===== src/rtl/seq_shift_add_multiplier.sv =====
// Sequential shift-and-add unsigned multiplier with a valid/ready handshake on both sides.
// Define SHIFT_ADD_EARLY_TERM_EN to end the calculation as soon as no multiplier bits remain.
module seq_shift_add_multiplier #(
  parameter int M = 8,
  parameter int N = 8
) (
  input  logic           clk,
  input  logic           rst,
  input  logic           in_valid,
  output logic           in_ready,
  input  logic [M-1:0]   a,
  input  logic [N-1:0]   b,
  output logic           out_valid,
  input  logic           out_ready,
  output logic [M+N-1:0] product,
  output logic           busy
);

  localparam int W  = M + N;
  localparam int CW = $clog2(N + 1);
  localparam logic [CW-1:0] LAST = CW'(N);

  typedef enum logic [1:0] {
    IDLE = 2'd0,
    CALC = 2'd1,
    DONE = 2'd2
  } state_t;

  state_t        state;
  state_t        state_next;
  logic [W-1:0]  mcand;
  logic [W-1:0]  acc;
  logic [W-1:0]  acc_step;
  logic [N-1:0]  mplier;
  logic [N-1:0]  mplier_step;
  logic [CW-1:0] count;
  logic [CW-1:0] count_step;
  logic          calc_last;

  assign in_ready  = (state == IDLE);
  assign busy      = (state == CALC) || (state == DONE);
  assign out_valid = (state == DONE);

  always_comb begin
    acc_step    = mplier[0] ? (acc + mcand) : acc;
    mplier_step = mplier >> 1;
    count_step  = count + CW'(1);
`ifdef SHIFT_ADD_EARLY_TERM_EN
    // Once the remaining multiplier is zero no further additions can happen.
    calc_last   = (count_step == LAST) || (mplier_step == {N{1'b0}});
`else
    calc_last   = (count_step == LAST);
`endif
  end

  always_comb begin
    state_next = state;
    case (state)
      IDLE: begin
        if (in_valid) begin
          state_next = CALC;
        end else begin
          state_next = IDLE;
        end
      end
      CALC: begin
        if (calc_last) begin
          state_next = DONE;
        end else begin
          state_next = CALC;
        end
      end
      DONE: begin
        if (out_ready) begin
          state_next = IDLE;
        end else begin
          state_next = DONE;
        end
      end
      default: state_next = IDLE;
    endcase
  end

  always_ff @(posedge clk) begin
    if (rst) begin
      state <= IDLE;
    end else begin
      state <= state_next;
    end
  end

  always_ff @(posedge clk) begin
    if (rst) begin
      mcand   <= {W{1'b0}};
      mplier  <= {N{1'b0}};
      acc     <= {W{1'b0}};
      count   <= {CW{1'b0}};
      product <= {W{1'b0}};
    end else begin
      case (state)
        IDLE: begin
          if (in_valid) begin
            mcand  <= {{N{1'b0}}, a};
            mplier <= b;
            acc    <= {W{1'b0}};
            count  <= {CW{1'b0}};
          end
        end
        CALC: begin
          acc    <= acc_step;
          mcand  <= mcand << 1;
          mplier <= mplier_step;
          count  <= count_step;
          // product includes this cycle's final addition
          if (calc_last) begin
            product <= acc_step;
          end
        end
        default: begin
        end
      endcase
    end
  end

endmodule


===== config.mk =====
export PLATFORM = sky130hd
export DESIGN_NAME = seq_shift_add_multiplier
export DESIGN_NICKNAME = d
export VERILOG_FILES = /design/src/rtl/seq_shift_add_multiplier.sv
export SDC_FILE = /design/constraint.sdc
export NUM_CORES = 1
export LEC_CHECK = 0
export ABC_CLOCK_PERIOD_IN_PS = 4700
export CAP_MARGIN = 40
export CORE_MARGIN = 5
export CORE_UTILIZATION = 40
export CTS_BUF_LIST = sky130_fd_sc_hd__clkbuf_8
export DETAILED_ROUTE_END_ITERATION = 7
export SLEW_MARGIN = 20
export SYNTH_ARGS = -nofsm -noshare
export SYNTH_HDL_FRONTEND = slang
export SYNTH_SLANG_ARGS = --single-unit

===== constraint.sdc =====
create_clock -name clk -period 4.7 [get_ports clk]
set_input_delay 0.47 -clock clk [delete_from_list [all_inputs] [get_ports clk]]
set_output_delay 0.47 -clock clk [all_outputs]
set_load 0.02 [all_outputs]

# --- After elaboration in Yosys (flattened, before gate mapping) ---
# Cells that the tools add are included.
word_totals:
  word_cells: 30
  output_inout_bits: 19
  inputBits: 20
  regBits: 62
classes:
  reduce_logical: 5
  eq_ne: 4
  mux: 13
  add_sub_neg: 2
ops:
  columns: ["operator", "n"]
  rows:
  - ["$pmux 16 s2", 2]
  - ["$mux 16", 3]
  - ["$add 16x16->16", 1]
  - ["$pmux 8 s2", 1]
  - ["$mux 8", 1]
  - ["$pmux 4 s2", 1]
  - ["$pmux 2 s3", 1]
  - ["$add 4x1->4 const B", 1]
  - ["$eq 4x4->1 const B", 1]
  - ["$mux 2", 2]
  - ["$mux 4", 1]
  - ["$reduce_and 2->1", 2]
  - ["$eq 2x1->1 const B", 1]
  - ["$eq 2x2->1 const B", 1]
  - ["$logic_not 2->1", 1]
  - ["$ne 2x2->1 const B", 1]
  - ["$reduce_bool 2->1", 1]
  - ["$logic_or 1x1->1", 1]
  - ["$mux 1", 1]

# --- Logic depth before layout (Yosys ltp) ---
# Gate-level depths: netlist (run 1).
depth:
  word_depth: 4
  ltp_mapped: 9
  ltp_nobuf: 8

# --- Worst setup path before layout (run 1) ---
# OpenSTA, ideal clock, no wires.
synth_timing:
  kind: "reg-to-reg"
  from: "register mcand[0]"
  to: "register acc[10]"
  path_buffers: 0
  path_stages_with_launch: 9
  required_ps: 4572
  period_less_slack_ps: 2222
  setup_time_ps: 128
  setup_slack_ps: 2478
  t_arrival_ps: 2094
  path_cell_list: "dfxtp_1 -> ha_1 -> fa_1 -> a21oi_1 -> o21ai_0 -> a2111oi_0 -> o21ai_0 -> a32oi_1 -> nor2_1"
synth_via:
  elab_chain_cells: 3
synth_lines:
  columns: ["element", "line_no", "text"]
  rows:
  - ["start, declared", "31", "logic [W-1:0] mcand;"]
  - ["start signal, assigned", "94", "mcand <= {W{1'b0}};"]
  - ["start signal, assigned", "103", "mcand <= {{N{1'b0}}, a};"]
  - ["start signal, assigned", "111", "mcand <= mcand << 1;"]
  - ["$add 16x16->16", "45", "acc_step = mplier[0] ? (acc + mcand) : acc;"]
  - ["$mux 16", "45", null]
  - ["$pmux 16 s2", "100", "case (state)"]
  - ["end signal, assigned", "96", "acc <= {W{1'b0}};"]
  - ["end signal, assigned", "105", "acc <= {W{1'b0}};"]
  - ["end signal, assigned", "110", "acc <= acc_step;"]
  - ["end, declared", "32", "logic [W-1:0] acc;"]
# Every way passes these cells.
# A chain may end at the register's enable or synchronous reset.

# --- Worst setup path in the final report (run 1) ---
# Same ends and word-level chain as after synthesis.

==> metrics.yaml, run 1 <==
ys_ff_latch: 62
nets: 474
postCtsSetupRepairBufs: 0
synth_area_per_cell_sq_um: 8.49
end_kind: "flip-flop"
initial_utilization: 0.411
placed_cell_area_sq_um: 3850
rsz0062_at_grt: "false"
synth-edff-count: 0
syn_nets: 442
hp-class: "reg2reg"
min_period_over_period: 0.565
ys.warnings.count: 0
p_leak_nw: 1.58
grt_overflow: 0
drt_pass1_iterations: 4
post-synth-top-count-cell: "dfxtp_1"
synth_top_cells_by_count: "dfxtp_1, nor2_1, a21oi_1, nand2_1, a211oi_1"
rr_endpoint: "acc[10]$_SDFFE_PP0P_"
pre_cts_ws_ns: 2.09
worstPathArrival_ns: 2.87
timing.final.ws_setup_ns: 2.04
status: "finished, final reports clean"
worstHoldEndpoint: "product[2]$_SDFFE_PP0N_"
route.detailed.drc: 0
area_growth_pct: 20.3
period_needed_ns: 2.66
r2r_cells: 8
r2r_slack_ns: 2.04
dp.cells: 525
row_count: 33
vias_per_cell: 5.62
cts-root-buf: "clkbuf_8"
setup_viol: 0
skew_ns: 0.00903
ios: 39
numPortBuffers: 38
core_area_sq_um: 8260
antenna_left: 0
synth_async_sr_flop_share: 0
stdcell_area_sq_um: 4090
rr_startpoint: "mcand[0]$_SDFFE_PP0P_"
grt_usage: 0.172
seq_area_frac_synth: 0.366
worst_slew_pin_slew_ns: 0.867
worstHoldStart: "product[2]$_SDFFE_PP0N_"
grt_pass1_vias: 2939
synth_area_leader_cell: "dfxtp_1"
clk_pin_slew_worst_paths_ns: 0.07
ys_types: 55
crit_path_max_fanout: 3
synth.area.top_cells: "dfxtp_1, ha_1, mux2i_1"
grt_max_degree: 48
power_density_nw_per_um2: 299
final_cells: 542
vias: 3047
cts_hold_buffers: 0
synthFlopType: "dfxtp_1"
drive_above_1_share: 0.0847
cp.required_ns: 4.92
drt-total-wl_mm: 8.56
clockBufferDepth: 2
gp_congestion: 0.841
diodes: 0
fmax_mhz: 376
peakVddDrop_v: 0.000134
timing.slew.headroom: 0.418
insertion_delay_ns: 0.34
hold_viol_final: 0
h-tree-depth: 3
drv_cap: 0
setup.worst_path.start_class: "flip-flop"
place_hpwl_mm: 5.84
cts_tree: "yes"
wl_per_cell_um: 15.8
tns_ns: 0
die_h_um: 102
criticalPathCategory: "reg2reg"
synthCells: 400
die_area_sq_um: 10400
yosysTopAreaCellShare: 0.366
fp.dieW_um: 102
antenna_found_initial: 0
slew_viol_final: 0
clock-sinks: 62
grt_pass1_wl_mm: 14.3
drt_iter0_markers: 145
cts_inserted_buffers: 9
cts_resized: 0
synth_area_sq_um: 3400
hold_depth: 2
[state kept, by name, summed over array words and instances (netlist names)]
signal,count
mcand,16
state,2
acc,16
product,16
mplier,8
count,4
[worst max path at each step]
stage                                      from              endpoint
after global placement    mcand[0]$_SDFFE_PP0P_  acc[10]$_SDFFE_PP0P_
after CTS                 mcand[0]$_SDFFE_PP0P_  acc[10]$_SDFFE_PP0P_
final                     mcand[0]$_SDFFE_PP0P_  acc[10]$_SDFFE_PP0P_
after global routing      mcand[0]$_SDFFE_PP0P_  acc[10]$_SDFFE_PP0P_
after floorplan           mcand[0]$_SDFFE_PP0P_  acc[10]$_SDFFE_PP0P_
after detailed placement  mcand[0]$_SDFFE_PP0P_  acc[10]$_SDFFE_PP0P_
[routing by layer]
layer / vias to the layer above / track usage / share of wire
met2: 91 / 0.273 / 0.45
met1: 1410 / 0.235 / 0.48
met5: - / 0 / 0
met4: 0 / 0.0585 / 0.016
li1: 1531 / - / -
met3: 15 / 0.0341 / 0.056
[critical path, cell delays in order, from the launching register on]
cell and delay [ns]:
dfxtp_1 0.35, ha_1 0.25, fa_1 0.41, a21oi_1 0.28, o21ai_0 0.20, a2111oi_0 0.56, o21ai_0 0.21, a32oi_1 0.22
nor2_1 0.05
[power breakdown]
part | switching [W] | leakage (nW) | internal [W] | total [W]
clock | 0.000215 | 0.119 | 0.000308 | 0.000523
sequential | 0.0000125 | 0.503 | 0.000541 | 0.000553
combinational | 0.0000877 | 0.963 | 0.0000595 | 0.000147
[layout by cell type (no fill, tap or decap), types with 3 or more instances in the layout]
master and instances:
mux2i_1 20, o21ai_0 14, dfxtp_1 62, nand3_1 15
nand4_1 3, a22oi_1 9, mux2_2 4, a21oi_1 34
or3_1 4, clkbuf_8 10, clkdlybuf4s50_1 37, and3_1 3
inv_1 9, a211oi_1 26, nor2b_1 3, nand2_1 30
xnor2_1 5, ha_1 21, nand2b_1 4, xor2_1 3
nand3b_1 6, a32oi_1 4, a21o_1 3, nor2_1 52
buf_4 4, nor3_1 7
[final cells by class]
class	instances	area (sq um)
Clock buffer	10	138
Timing Repair Buffer	44	435
Multi-Input combinational cell	308	2040
Sequential cell	62	1240
Inverter	7	26.3
Fill cell	820	4170
Clock inverter	6	77.6
Tap cell	105	131
[through the flow]
| stage | hold WS (ns) | power (W) | utilization |
|---|---|---|---|
| after global placement | 0.451 | 0.000708 | 0.465 |
| after detailed placement | 0.464 | 0.000709 | 0.467 |
| final | 0.471 | 0.00122 | 0.495 |
| after global routing | 0.496 | 0.00127 | 0.495 |
| after CTS | 0.474 | 0.00123 | 0.493 |
| after floorplan | 0.446 | 0.000661 | - |
[cell families (layout without fill, tap and decap cells)]
family | after synthesis | in the layout | synth area share
AO/OA/AOI/OAI | 118 | 118 | 0.233
AND/OR/NAND/NOR | 136 | 136 | 0.189
adder cells (fa/ha/maj) | 22 | 22 | 0.0833
XOR/XNOR | 8 | 8 | 0.0206
flip-flops | 62 | 62 | 0.366
buffers and inverters | 30 | 67 | 0.0361
multiplexers | 24 | 24 | 0.0722
Note: power is estimated with default switching activity, not from simulation.
==> run 2: changes to the inputs <==
--- a/config.mk
+++ b/config.mk
@@ -5,7 +5,7 @@
 export SDC_FILE = /design/constraint.sdc
 export NUM_CORES = 1
 export LEC_CHECK = 0
-export ABC_CLOCK_PERIOD_IN_PS = 4700
+export ABC_CLOCK_PERIOD_IN_PS = 2320
 export CAP_MARGIN = 40
 export CORE_MARGIN = 5
 export CORE_UTILIZATION = 40
==> constraint.sdc (replaced) <==
create_clock -name clk -period 2.32 [get_ports clk]
set_input_delay 0.232 -clock clk [delete_from_list [all_inputs] [get_ports clk]]
set_output_delay 0.232 -clock clk [all_outputs]
set_load 0.02 [all_outputs]
==> metrics.yaml, run 2 (synthesis results as in run 1) <==
rr_startpoint: "mcand[0]$_SDFFE_PP0P_"
pre_cts_ws_ns: -0.142  # -2.24 ns
initial_utilization: 0.411  # unchanged
grt_pass1_wl_mm: 14.0  # -1.8%
criticalPathCategory: "reg2reg"
place_hpwl_mm: 6.09  # +4.4%
numPortBuffers: 38  # unchanged
gp_congestion: 0.871  # +3.5%
drv_cap: 0  # unchanged
status: "finished, final reports clean"
grt_usage: 0.171  # -0.00163
timing.slew.headroom: 0.606  # +0.188
worst-path-buf-inv: 1  # +1
worst_slew_pin_slew_ns: 0.591  # -0.276 ns
cts_tree: "yes"
power.share.sequential: 0.447  # -0.005
nets: 487  # +2.7%
drt_pass1_iterations: 4  # unchanged
rsz0062_at_grt: "true"
setup_viol: 0  # unchanged
end_kind: "flip-flop"
h-tree-depth: 3  # unchanged
die_area_sq_um: 10400  # unchanged
final_common_cell: "dfxtp_1"
tns_ns: 0  # unchanged
hold_viol_final: 0  # unchanged
cp.required_ns: 2.58  # -2.34 ns
final_cells: 555  # +2.4%
min_period_over_period: 0.969  # +0.404
fp.dieW_um: 102  # unchanged
hold_depth: 2  # unchanged
dp.cells: 538  # +2.5%
cts_inserted_buffers: 9  # unchanged
clock-sinks: 62  # unchanged
grt_pass1_vias: 2942  # +0.10%
drt_iter0_markers: 116  # -20%
cp_cell_sequence: "ha_1 -> buf_4 -> a211o_1 -> nand3b_1 -> nand3_2 -> a311oi_2 -> mux2_4 -> a211oi_1"
utilization: 0.514  # +0.0195
r2r_slack_ns: 0.07  # -1.97 ns
power_density_nw_per_um2: 592  # +98%
route.detailed.drc: 0  # unchanged
clk_pin_slew_worst_paths_ns: 0.07  # about the same
row_count: 33  # unchanged
core_area_sq_um: 8260  # unchanged
nFillCells: 799  # -2.6%
fmax_mhz: 445  # +18%
setup.worst_path.start_class: "flip-flop"
wl_per_cell_um: 15.4  # -2.4%
diodes: 0  # unchanged
p_sw_frac: 0.261  # +0.00310
drt-total-wl_mm: 8.56  # about the same
die_h_um: 102  # unchanged
grt_max_degree: 36  # -25%
postCtsSetupRepairBufs: 0  # unchanged
antenna_left: 0  # unchanged
insertion_delay_ns: 0.34  # about the same
reg_top3: "acc: 16 flops, mcand: 16 flops, product: 16 flops"
p_leak_nw: 1.66  # +4.8%
rr_endpoint: "product[13]$_SDFFE_PP0N_"
finalPower_w: 0.00251  # +110%
period_needed_ns: 2.25  # -0.408 ns
ios: 39  # unchanged
clockBufferDepth: 2  # unchanged
r2r_cells: 8  # unchanged
crit_path_max_fanout: 3  # unchanged
final_cell_mix: "dfxtp_1, nor2_1, clkdlybuf4s50_1, a21oi_1, nand2_1"
drive_above_1_share: 0.144  # +0.0598
vias_per_cell: 5.50  # -2.2%
worstPathArrival_ns: 2.51  # -0.36 ns
worstHoldEndpoint: "acc[12]$_SDFFE_PP0P_"
area_growth_pct: 25.1
skew_ns: 0.00682  # -0.00221 ns
grt_overflow: 0  # unchanged
slew_viol_final: 0  # unchanged
path_delay_family: "compound AO/OA/AOI/OAI gates"
cts-root-buf: "clkbuf_8"
vias: 3053  # +0.20%
peakVddDrop_v: 0.000322  # +140%
timing.final.ws_setup_ns: 0.0711  # -1.97 ns
cp_slowest_stage_delay_ns: 0.35  # -0.21 ns
antenna_found_initial: 0  # unchanged
p_sw_w: 0.000655  # +110%
hp-class: "in2reg"
worstHoldStart: "rst"
intPower_w: 0.00186  # +100%
combPwrFrac: 0.124  # +0.004
slowest_stage: "a311oi_2"
clockPowerShare: 0.429  # +0.002
-- run 2: metrics by stage --
stage | instance area [sq um] | hold WS, ns
after global routing | 4250 | 0.406
final | 4250 | 0.373
after CTS | 4180 | 0.373
after floorplan | 3400 | 0.380
after detailed placement | 3950 | 0.452
after global placement | 3950 | 0.444
-- run 2: what timing repair did --
action	4_1_cts	5_1_grt
endpoints found under the hold margin	0	0
hold buffers	0	0
resized for setup	3	17
pin swaps	0	3
setup endpoints to repair	3	14
-- run 2: layer usage --
layer	track usage	wire length, um	share of wire	vias up
met2	0.285	3950	0.46	62
li1	-	-	-	1555
met4	0.0605	118	0.014	0
met1	0.222	4120	0.48	1425
met3	0.0300	368	0.043	11
met5	0	0	0	-
-- run 2: worst max-delay path by stage --
stage / cells past startpoint / start / end / slack, ns
after floorplan: 8 / mcand[0]$_SDFFE_PP0P_ / acc[10]$_SDFFE_PP0P_ / 0.1
after global placement: 8 / mcand[0]$_SDFFE_PP0P_ / acc[10]$_SDFFE_PP0P_ / -0.09
after detailed placement: 8 / mcand[0]$_SDFFE_PP0P_ / acc[10]$_SDFFE_PP0P_ / -0.14
after CTS: 7 / mcand[4]$_SDFFE_PP0P_ / product[13]$_SDFFE_PP0N_ / 0.003
after global routing: 7 / mcand[4]$_SDFFE_PP0P_ / acc[12]$_SDFFE_PP0P_ / -0.01
final: 8 / mcand[0]$_SDFFE_PP0P_ / product[13]$_SDFFE_PP0N_ / 0.07
-- run 2: layout make-up --
cell class                 instances  area [sq um]  area share
clock buffer                      10           138      0.0324
clock inverter                     6          85.1      0.0200
inverter                           7          26.3     0.00619
multi-input combinational        308          2100       0.495
sequential                        62          1250       0.293
tap                              105           131      0.0309
timing repair buffer              57           518       0.122
-- run 2: power groups by stage --
stage          sequential (W)  combinational, W  clock (W)
2_1_floorplan         0.00114          0.000201          0
3_3_place_gp          0.00115          0.000299          0
3_5_place_dp          0.00115          0.000302          0
4_1_cts               0.00112          0.000305    0.00110
5_1_grt               0.00113          0.000347    0.00115
6_report              0.00112          0.000311    0.00108
